==> src/rtl/sipo_deser.sv <==
// Serial-to-parallel deserialiser: collects WIDTH qualified bits into a word held on a valid/ready output.
// Optional even-parity frame bit enabled by defining SIPO_DESER_PARITY_EN.
module sipo_deser #(
    parameter int WIDTH     = 8,
    parameter bit LSB_FIRST = 1'b0
) (
    input  logic             clk,
    input  logic             reset_n,
    input  logic             clear,
    input  logic             s_in,
    input  logic             s_valid,
    output logic [WIDTH-1:0] p_out,
    output logic             p_valid,
    input  logic             p_ready,
    output logic             overrun,
    output logic             parity_err
);

`ifdef SIPO_DESER_PARITY_EN
    localparam int FRAME = WIDTH + 1;
    // The whole word must survive one extra bit time until the parity edge.
    localparam int SW    = WIDTH;
`else
    localparam int FRAME = WIDTH;
    // The bit that would be shifted out is never read again, so it is not stored.
    localparam int SW    = WIDTH - 1;
`endif
    localparam int             CW        = $clog2(FRAME);
    localparam logic [CW-1:0]  LAST_DATA = CW'(WIDTH - 1);
    localparam logic [CW-1:0]  LAST_BIT  = CW'(FRAME - 1);

    generate
        if (WIDTH < 2 || WIDTH > 32) begin : g_bad_width
            $error("sipo_deser: WIDTH must be in 2..32");
        end
    endgenerate

    logic [SW-1:0]    shift_q, shift_d;
    logic [CW-1:0]    cnt_q, cnt_d;
    logic [WIDTH-1:0] p_out_q, p_out_d;
    logic             p_valid_q, p_valid_d;
    logic             overrun_q, overrun_d;

    logic [WIDTH-2:0] hist;
    logic [WIDTH-1:0] word;
    logic [SW-1:0]    shift_next;
    logic [WIDTH-1:0] commit_word;
    logic             commit;
    logic             slot_free;

    generate
        if (LSB_FIRST) begin : g_lsb
            assign hist       = shift_q[SW-1 -: WIDTH-1];
            assign word       = {s_in, hist};
            assign shift_next = word[WIDTH-1 -: SW];
        end else begin : g_msb
            assign hist       = shift_q[WIDTH-2:0];
            assign word       = {hist, s_in};
            assign shift_next = word[SW-1:0];
        end
    endgenerate

    assign slot_free = ~p_valid_q | p_ready;

`ifdef SIPO_DESER_PARITY_EN
    logic parity_err_q, parity_err_d;
    logic parity_bad;

    always_comb begin
        shift_d     = shift_q;
        cnt_d       = cnt_q;
        commit      = 1'b0;
        commit_word = shift_q;
        parity_bad  = 1'b0;
        if (s_valid) begin
            cnt_d = (cnt_q == LAST_BIT) ? '0 : cnt_q + 1'b1;
            if (cnt_q <= LAST_DATA) begin
                shift_d = shift_next;
            end
            if (cnt_q == LAST_BIT) begin
                commit     = 1'b1;
                parity_bad = (^shift_q) ^ s_in;
            end
        end
    end

    always_comb begin
        parity_err_d = parity_err_q;
        if (commit && parity_bad) begin
            parity_err_d = 1'b1;
        end
        if (clear) begin
            parity_err_d = 1'b0;
        end
    end

    always_ff @(posedge clk or negedge reset_n) begin
        if (!reset_n) begin
            parity_err_q <= 1'b0;
        end else begin
            parity_err_q <= parity_err_d;
        end
    end

    assign parity_err = parity_err_q;
`else
    always_comb begin
        shift_d     = shift_q;
        cnt_d       = cnt_q;
        commit      = 1'b0;
        commit_word = word;
        if (s_valid) begin
            cnt_d   = (cnt_q == LAST_BIT) ? '0 : cnt_q + 1'b1;
            shift_d = shift_next;
            commit  = (cnt_q == LAST_DATA);
        end
    end

    assign parity_err = 1'b0;
`endif

    // Output slot: a completed word either replaces a free/consumed slot or is dropped as an overrun.
    always_comb begin
        p_out_d   = p_out_q;
        p_valid_d = p_valid_q;
        overrun_d = overrun_q;
        if (p_valid_q && p_ready) begin
            p_valid_d = 1'b0;
        end
        if (commit) begin
            if (slot_free) begin
                p_out_d   = commit_word;
                p_valid_d = 1'b1;
            end else begin
                overrun_d = 1'b1;
            end
        end
        if (clear) begin
            p_out_d   = '0;
            p_valid_d = 1'b0;
            overrun_d = 1'b0;
        end
    end

    always_ff @(posedge clk or negedge reset_n) begin
        if (!reset_n) begin
            shift_q   <= '0;
            cnt_q     <= '0;
            p_out_q   <= '0;
            p_valid_q <= 1'b0;
            overrun_q <= 1'b0;
        end else begin
            shift_q   <= clear ? '0 : shift_d;
            cnt_q     <= clear ? '0 : cnt_d;
            p_out_q   <= p_out_d;
            p_valid_q <= p_valid_d;
            overrun_q <= overrun_d;
        end
    end

    assign p_out   = p_out_q;
    assign p_valid = p_valid_q;
    assign overrun = overrun_q;

endmodule

==> config.mk <==
export PLATFORM = sky130hd
export DESIGN_NAME = sipo_deser
export DESIGN_NICKNAME = d
export VERILOG_FILES = /design/src/rtl/sipo_deser.sv
export SDC_FILE = /design/constraint.sdc
export NUM_CORES = 1
export LEC_CHECK = 0
export CAP_MARGIN = 20
export CORE_UTILIZATION = 40
export CTS_BUF_LIST = sky130_fd_sc_hd__clkbuf_8
export CTS_CLUSTER_SIZE = 20
export DETAILED_ROUTE_END_ITERATION = 8
export GPL_TIMING_DRIVEN = 0
export SYNTH_ARGS = -nofsm -noshare
export SYNTH_HDL_FRONTEND = slang
export SYNTH_SLANG_ARGS = --single-unit
==> constraint.sdc <==
create_clock -name clk -period 2.4 [get_ports clk]
set_clock_uncertainty 0.2 [all_clocks]
set_input_delay 0.48 -clock clk [delete_from_list [all_inputs] [get_ports clk]]
set_output_delay 0.48 -clock clk [all_outputs]
set_load 0.01 [all_outputs]
## After elaboration in Yosys (flattened, before gate mapping)

Cells that the tools add are included.

- Reductions and logical operators: 6
- Muxes and demuxes: 16
- Bitwise gates (word level): 2
- Eq/ne operators: 2
- Add/sub/neg operators: 1

Operators by type and width:

| cell | number |
|---|---|
| $mux 8 | 3 |
| $mux 7 | 2 |
| $mux 3 | 3 |
| $mux 1 | 8 |
| $reduce_bool 2->1 | 3 |
| $reduce_and 2->1 | 2 |
| $add 3x1->3 const B | 1 |
| $eq 3x3->1 const B | 1 |
| $ne 2x2->1 const B | 1 |
| $logic_and 1x1->1 | 1 |
| $not 1->1 | 1 |
| $or 1x1->1 | 1 |

- Word-level logic and storage cells: 32
- Register bits after elaboration: 20
- Bits of input ports: 6

## Logic depth before layout (Yosys ltp)

Gate-level depths: netlist of run 1.

- Word-level depth: 5
- Mapped depth: 5
- Mapped depth without buffers: 5

## Worst setup path after synthesis of run 1

No wires, ideal clock.

- Path type: reg2reg
- From: register cnt_q[0]
- To: register p_out_q[0], in the netlist p_out[0]
- Setup slack: 984 ps
- Arrival: 1136 ps
- Clock period less this slack: 1416 ps
- Path buffers: 0
- Cell stages (with the launch flop): 6
- Required time: 2121 ps
- Cells stage by stage: dfrtp_1 > ha_1 > ha_1 > nand2_4 > nor2_8 > mux2i_1

- Cells in the longest elaborated chain, start to end: 4

Ends and longest elaborated chain:

| item | line | source |
|---|---|---|
| from (decl) | 39 | `logic [CW-1:0] cnt_q, cnt_d;` |
| from (signal assigned) | 154 | `cnt_q <= clear ? '0 : cnt_d;` |
| $eq 3x3->1 | 115 | `commit = (cnt_q == LAST_DATA);` |
| $mux 1 | 112 | `if (s_valid) begin` |
| $reduce_bool 2->1 (no line) | n/a |  |
| $reduce_and 2->1 (no line) | n/a |  |
| to (signal assigned) | 155 | `p_out_q <= p_out_d;` |
| to (decl) | 40 | `logic [WIDTH-1:0] p_out_q, p_out_d;` |

Every way passes these cells.
A chain may end at the register's enable or synchronous reset.

## Worst setup path in the final report of run 1

- From: register p_out_q[5], in the netlist p_out[5]
- To: output port p_out[5]

RTL lines:

| item | line | source |
|---|---|---|
| to (decl) | 12 | `output logic [WIDTH-1:0] p_out,` |

No word-level cell between the ends.

==> results.py, run 1 <==
metrics = {
    "detailed_routing": {
        "vias_per_cell": 4.65,
        "drt_wl_total_mm": 1.55,
        "drc": 0,
        "first_pass_iters": 4,
        "post_drt_wl_per_cell_microns": 12.3,
        "vias": 586,
        "drt-initial-drc-count": 4,
        "ant_nets": 0,
    },
    "synthesis": {
        "avgSynthCellArea_sq_um": 11.9,
        "ys_types": 14,
        "seq_area_frac_synth": 0.519,
        "syn_inst": 81,
        "synthesis.area_sq_um": 965,
        "ys_ff_latch": 20,
        "syn_nets": 89,
        "synth_warnings": 0,
    },
    "cells_and_area": {
        "final_common_cell": "dfrtp_1",
        "fin_nets": 107,
        "post-route-cell-area_sq_mm": 0.00118,
        "multi_input_area_sq_um": 410,
        "final_layout_size_suffix_gt1_frac": 0.133,
        "fillCellCount": 215,
        "areaGrowthSynthToFinish_pct": 22.8,
        "final_cell_mix": "dfrtp_1, mux2i_1, nand2b_1, nor2_1, clkdlybuf4s50_1",
        "seqCellArea_sq_um": 500,
        "stdcell_count": 126,
        "antenna_cells": 0,
    },
    "timing": {
        "setup_viol": 0,
        "max_clock_freq_mhz": 550,
        "worst_slack_ns": 0.582,
        "rsz0062_at_grt": "no",
        "hold_viol_final": 0,
        "slew_violations": 0,
        "fin_crit_sh": 0.757,
        "worst_slew_pin_slew_ns": 0.865,
        "setup_tns_ns": 0,
        "max-slew-margin-rel": 0.422,
        "period_minus_slack_ns": 1.82,
    },
    "critical_path": {
        "path_class": "register to output port",
        "crit_family": "buffers and inverters",
        "cp.required_ns": 1.72,
        "cp-end-kind": "output port",
        "ff2ff_setup_slack_ns": 0.84,
        "crit_path_max_incr_delay_ns": 0.54,
        "cp_max_fo": 2,
        "worst-path-buf-inv": 1,
        "critical_path.cell_chain": "clkdlybuf4s50_1",
        "start_kind": "register",
        "arrival_ns": 1.14,
        "cpMaxStageDelayCell": "clkdlybuf4s50_1",
    },
    "global_routing": {
        "grt_usage": 0.155,
        "top_usage_layer": "met2",
        "met2_usage": 0.270,
        "use_met1": 0.174,
        "grt_pass1_vias": 659,
        "grt_overflow": 0,
        "antenna_found_initial": 0,
        "met3_usage": 0.0536,
        "grt_first_pass_wirelength_mm": 2.88,
        "grt_max_degree": 21,
    },
    "placed_design": {
        "portBuffers": 13,
        "gp_congestion": 0.654,
        "place_ws_ns": 0.531,
        "dpl-instance-area_sq_mm": 0.00113,
        "place_inst": 122,
        "hpwl_mm": 1.11,
    },
    "power_and_ir_drop": {
        "powerDensity_mw_per_mm2": 542,
        "ir_drop_v": 0.000500,
        "p_leak_nw": 0.542,
    },
    "floorplan": {
        "die_h_microns": 51.1,
        "initial_core_util": 0.432,
        "rows": 17,
        "io_pins": 17,
        "die_w_microns": 51.1,
        "die-area_sq_mm": 0.00261,
        "coreArea_sq_mm": 0.00223,
    },
    "clock_tree": {
        "cts_tree": "done",
        "clock_sinks": 20,
        "holdBufCountCts": 0,
        "cts-resized-gates": 0,
        "clk_pin_slew_worst_paths_ns": 0.07,
        "cts_setup_buffers": 0,
        "cts_buffers": 3,
        "clock_latency_ns": 0.25,
        "cts.path.max_buffers": 2,
        "ctsRootBufferMaster": "clkbuf_8",
        "ctsHtreeMaxLevel": 1,
    },
    "run_status": {
        "status": "finished, final reports clean",
    },
    "min_path": {
        "hold_path_class": "register to register",
    },
    "flow_run": {
        "cap_violations": 0,
    },
}
## through the flow
step | utilization | power, mW | hold WS (ns)
global placement | 0.506 | 0.402 | 0.292
finish | 0.531 | 0.643 | 0.304
detailed placement | 0.506 | 0.403 | 0.301
CTS | 0.531 | 0.657 | 0.318
global route | 0.531 | 0.674 | 0.341
floorplan | - | 0.384 | -0.0156
## Yosys cell counts
cell type,n,area share
buf_2,1,0.0052
nand2_4,1,0.012
dfrtp_1,20,0.52
nand2b_1,16,0.10
buf_4,2,0.016
a21oi_1,1,0.0052
nor2_1,13,0.051
conb_1,1,0.0039
and2b_4,1,0.010
nor2_8,1,0.021
mux2i_1,18,0.19
buf_6,3,0.035
ha_1,2,0.026
a31oi_1,1,0.0065
## final timing paths
| kind | start | end | depth (start not counted) |
|---|---|---|---|
| hold / removal | overrun$_DFFE_PN0P_ | overrun$_DFFE_PN0P_ | 2 |
| hold reg to reg | overrun$_DFFE_PN0P_ | overrun$_DFFE_PN0P_ | 2 |
| setup reg to reg | cnt_q[0]$_DFFE_PN0P_ | p_out[2]$_DFFE_PN0P_ | 5 |
| min in group asynchronous | reset_n | overrun$_DFFE_PN0P_ | 1 |
| setup / recovery | p_out[5]$_DFFE_PN0P_ | p_out[5] | 1 |
| max in group asynchronous | reset_n | p_out[1]$_DFFE_PN0P_ | 1 |
## cell families after synthesis
| family | share of synthesized area |
|---|---|
| and+or+nand+nor | 0.197 |
| DFF | 0.519 |
| muxes | 0.187 |
| buffers and inverters | 0.0558 |
| AOI/OAI and AO/OA | 0.0117 |
| adders and majority gates | 0.0259 |
| other | 0.00389 |
## final cells by class
class	count	area share
clock buffer	4	0.0465
timing repair buffer	13	0.110
multi-input combinational	55	0.346
tap	28	0.0296
buffer	6	0.0454
sequential	20	0.422
## where the power goes
group          switching, mW  leakage (nW)  total (mW)  internal, mW
sequential           0.00351         0.277       0.345         0.342
clock                  0.102        0.0288       0.248         0.146
combinational         0.0249         0.236      0.0493        0.0244
total                  0.131         0.542       0.643         0.512
## sequential cells by signal (all words and copies together) (netlist names)
name     flops
p_out        8
p_valid      1
cnt_q        3
hist         7
overrun      1
## layer usage
metal | up-vias | wire, microns
met3 | 2 | 52
li1 | 295 | -
met4 | 0 | 14
met1 | 281 | 713
met2 | 8 | 766
met5 | - | 0
Power figures use the tool's default switching activity.
==> run 2, diff against run 1 <==
==> constraint.sdc (replaced) <==
create_clock -name clk -period 1.9 [get_ports clk]
set_clock_uncertainty 0.2 [all_clocks]
set_input_delay 0.38 -clock clk [delete_from_list [all_inputs] [get_ports clk]]
set_output_delay 0.38 -clock clk [all_outputs]
set_load 0.01 [all_outputs]
==> results of run 2 <==
The final DEF is identical to that of run 1. Status: finished, final reports clean.
Main changes from that run: setup slack after placement 0.531 ns -> 0.131 ns; setup slack after layout 0.582 ns -> 0.182 ns; hold slack 0.304 ns -> 0.223 ns; register-to-register setup slack 0.84 ns -> 0.34 ns; end point of the worst hold path overrun$_DFFE_PN0P_ -> p_out[6]$_DFFE_PN0P_; total power 0.643 mW -> 0.812 mW; worst IR drop on VDD 0.000500 V -> 0.000631 V
==> run 3, diff against run 2 <==
--- a/config.mk
+++ b/config.mk
@@ -5,12 +5,10 @@
 export SDC_FILE = /design/constraint.sdc
 export NUM_CORES = 1
 export LEC_CHECK = 0
-export CAP_MARGIN = 20
 export CORE_UTILIZATION = 40
 export CTS_BUF_LIST = sky130_fd_sc_hd__clkbuf_8
 export CTS_CLUSTER_SIZE = 20
 export DETAILED_ROUTE_END_ITERATION = 8
-export GPL_TIMING_DRIVEN = 0
 export SYNTH_ARGS = -nofsm -noshare
 export SYNTH_HDL_FRONTEND = slang
 export SYNTH_SLANG_ARGS = --single-unit
==> run 3 against run 2 <==
Routed wire length is 12% lower. Utilization is 0.39 points higher. Largest power group unchanged. Combinational power is 3% higher. Global-route usage is 3.3 points lower. Die area stayed put. Largest cell class unchanged.
==> results.py, run 3 (synthesis results as in run 1) <==
metrics = {
    "run_status": {
        "status": "finished, final reports clean",
    },
    "clock_tree": {
        "clock_sinks": 20,
        "ctsHtreeMaxLevel": 1,
        "cts_buffers": 3,
        "clk_pin_slew_worst_paths_ns": 0.07,
        "cts.path.max_buffers": 2,
        "cts_tree": "done",
        "holdBufCountCts": 0,
        "cts_setup_buffers": 0,
        "clock_latency_ns": 0.25,
        "ctsRootBufferMaster": "clkbuf_8",
        "cts-resized-gates": 0,
    },
    "critical_path": {
        "worst-path-buf-inv": 1,
        "worstReg2RegStart": "cnt_q[0]$_DFFE_PN0P_",
        "critical_path.cell_chain": "clkdlybuf4s50_1",
        "cp_max_fo": 2,
        "crit_family": "buffers and inverters",
        "ff2ff_setup_slack_ns": 0.36,
        "cp.required_ns": 1.32,
        "arrival_ns": 1.14,
        "worst_r2r_endpoint": "p_out[7]$_DFFE_PN0P_",
        "cp-end-kind": "output port",
        "crit_path_max_incr_delay_ns": 0.53,
        "rr_worst_depth": 5,
        "cpMaxStageDelayCell": "clkdlybuf4s50_1",
        "start_kind": "register",
        "path_class": "register to output port",
    },
    "cells_and_area": {
        "largest_reg_flops": 8,
        "final_util": 0.534,
        "final_common_cell": "dfrtp_1",
        "post-route-cell-area_sq_mm": 0.00119,
        "seqCellArea_sq_um": 500,
        "final_cell_mix": "dfrtp_1, mux2i_1, nand2b_1, clkdlybuf4s50_1, nor2_1",
        "antenna_cells": 0,
        "multi_input_area_sq_um": 410,
        "areaGrowthSynthToFinish_pct": 23.7,
        "fin_nets": 107,
        "stdcell_count": 126,
        "final_layout_size_suffix_gt1_frac": 0.112,
        "fillCellCount": 211,
    },
    "floorplan": {
        "die-area_sq_mm": 0.00261,
        "die_w_microns": 51.1,
        "coreArea_sq_mm": 0.00223,
        "die_h_microns": 51.1,
        "initial_core_util": 0.432,
        "rows": 17,
        "io_pins": 17,
    },
    "global_routing": {
        "grt_overflow": 0,
        "grt_usage": 0.122,
        "grt_pass1_vias": 537,
        "grt_first_pass_wirelength_mm": 2.30,
        "grt_max_degree": 29,
        "antenna_found_initial": 0,
    },
    "detailed_routing": {
        "drt_wl_total_mm": 1.37,
        "drt-initial-drc-count": 3,
        "vias": 574,
        "first_pass_iters": 2,
        "ant_nets": 0,
        "drc": 0,
        "vias_per_cell": 4.56,
        "post_drt_wl_per_cell_microns": 10.8,
    },
    "placed_design": {
        "portBuffers": 15,
        "gp_congestion": 0.666,
        "place_ws_ns": 0.153,
        "hpwl_microns": 947,
        "place_inst": 122,
        "dpl-instance-area_sq_mm": 0.00114,
    },
    "timing": {
        "whs_ns": 0.269,
        "slew_violations": 0,
        "setup_viol": 0,
        "setup_tns_ns": 0,
        "max_clock_freq_mhz": 583,
        "period_minus_slack_ns": 1.72,
        "rsz0062_at_grt": "no",
        "worst_slack_ns": 0.185,
        "hold_viol_final": 0,
        "fin_crit_sh": 0.903,
    },
    "min_path": {
        "hold_path_class": "input pin to asynchronous set/reset pin",
    },
    "power_and_ir_drop": {
        "p_int_mw": 0.649,
        "seq_power_share": 0.537,
        "switching_share": 0.201,
        "p_comb_frac": 0.079,
        "ir_drop_v": 0.000482,
        "p_sw_mw": 0.163,
        "finalPower_mw": 0.812,
        "powerDensity_mw_per_mm2": 680,
        "p_clk_frac": 0.384,
        "p_leak_nw": 0.541,
    },
    "flow_run": {
        "cap_violations": 0,
    },
}
==> run 3: cell types whose count changed in the layout (fill, tap and decap cells not counted) <==
cell / change
buf_6: -3
clkdlybuf4s50_1: +2
buf_12: +1
buf_2: -1
buf_4: +1
==> run 3: how the worst max path moves through the flow <==
| stage | start | end | slack, ns | depth (start not counted) |
|---|---|---|---|---|
| 6_report | p_out[2]$_DFFE_PN0P_ | p_out[2] | 0.18 | 1 |
| 5_1_grt | p_out[2]$_DFFE_PN0P_ | p_out[2] | 0.13 | 1 |
| 4_1_cts | p_out[2]$_DFFE_PN0P_ | p_out[2] | 0.17 | 1 |
| 3_5_place_dp | p_ready | p_out[0]$_DFFE_PN0P_ | 0.15 | 4 |
| 3_3_place_gp | p_ready | p_out[0]$_DFFE_PN0P_ | 0.17 | 4 |
| 2_1_floorplan | cnt_q[0]$_DFFE_PN0P_ | p_out[0]$_DFFE_PN0P_ | 0.48 | 5 |
==> run 3: power groups by stage <==
stage          Clock (mW)  Sequential [mW]  Combinational [mW]
3_5_place_dp            0            0.445              0.0651
5_1_grt             0.347            0.437              0.0707
3_3_place_gp            0            0.444              0.0650
4_1_cts             0.329            0.436              0.0652
2_1_floorplan           0            0.443              0.0418
6_report            0.312            0.436              0.0638
==> run 3: per-layer routing <==
metal,wire length (microns),global-route usage
met5,0,0
met4,21,0.0833
met3,34,0.0268
met2,624,0.178
met1,686,0.160
==> run 3: layout make-up <==
| type | instances | area share |
|---|---|---|
| Sequential cell | 20 | 0.419 |
| Multi-Input combinational cell | 55 | 0.344 |
| Timing Repair Buffer | 19 | 0.161 |
| Clock buffer | 4 | 0.0461 |
| Tap cell | 28 | 0.0294 |
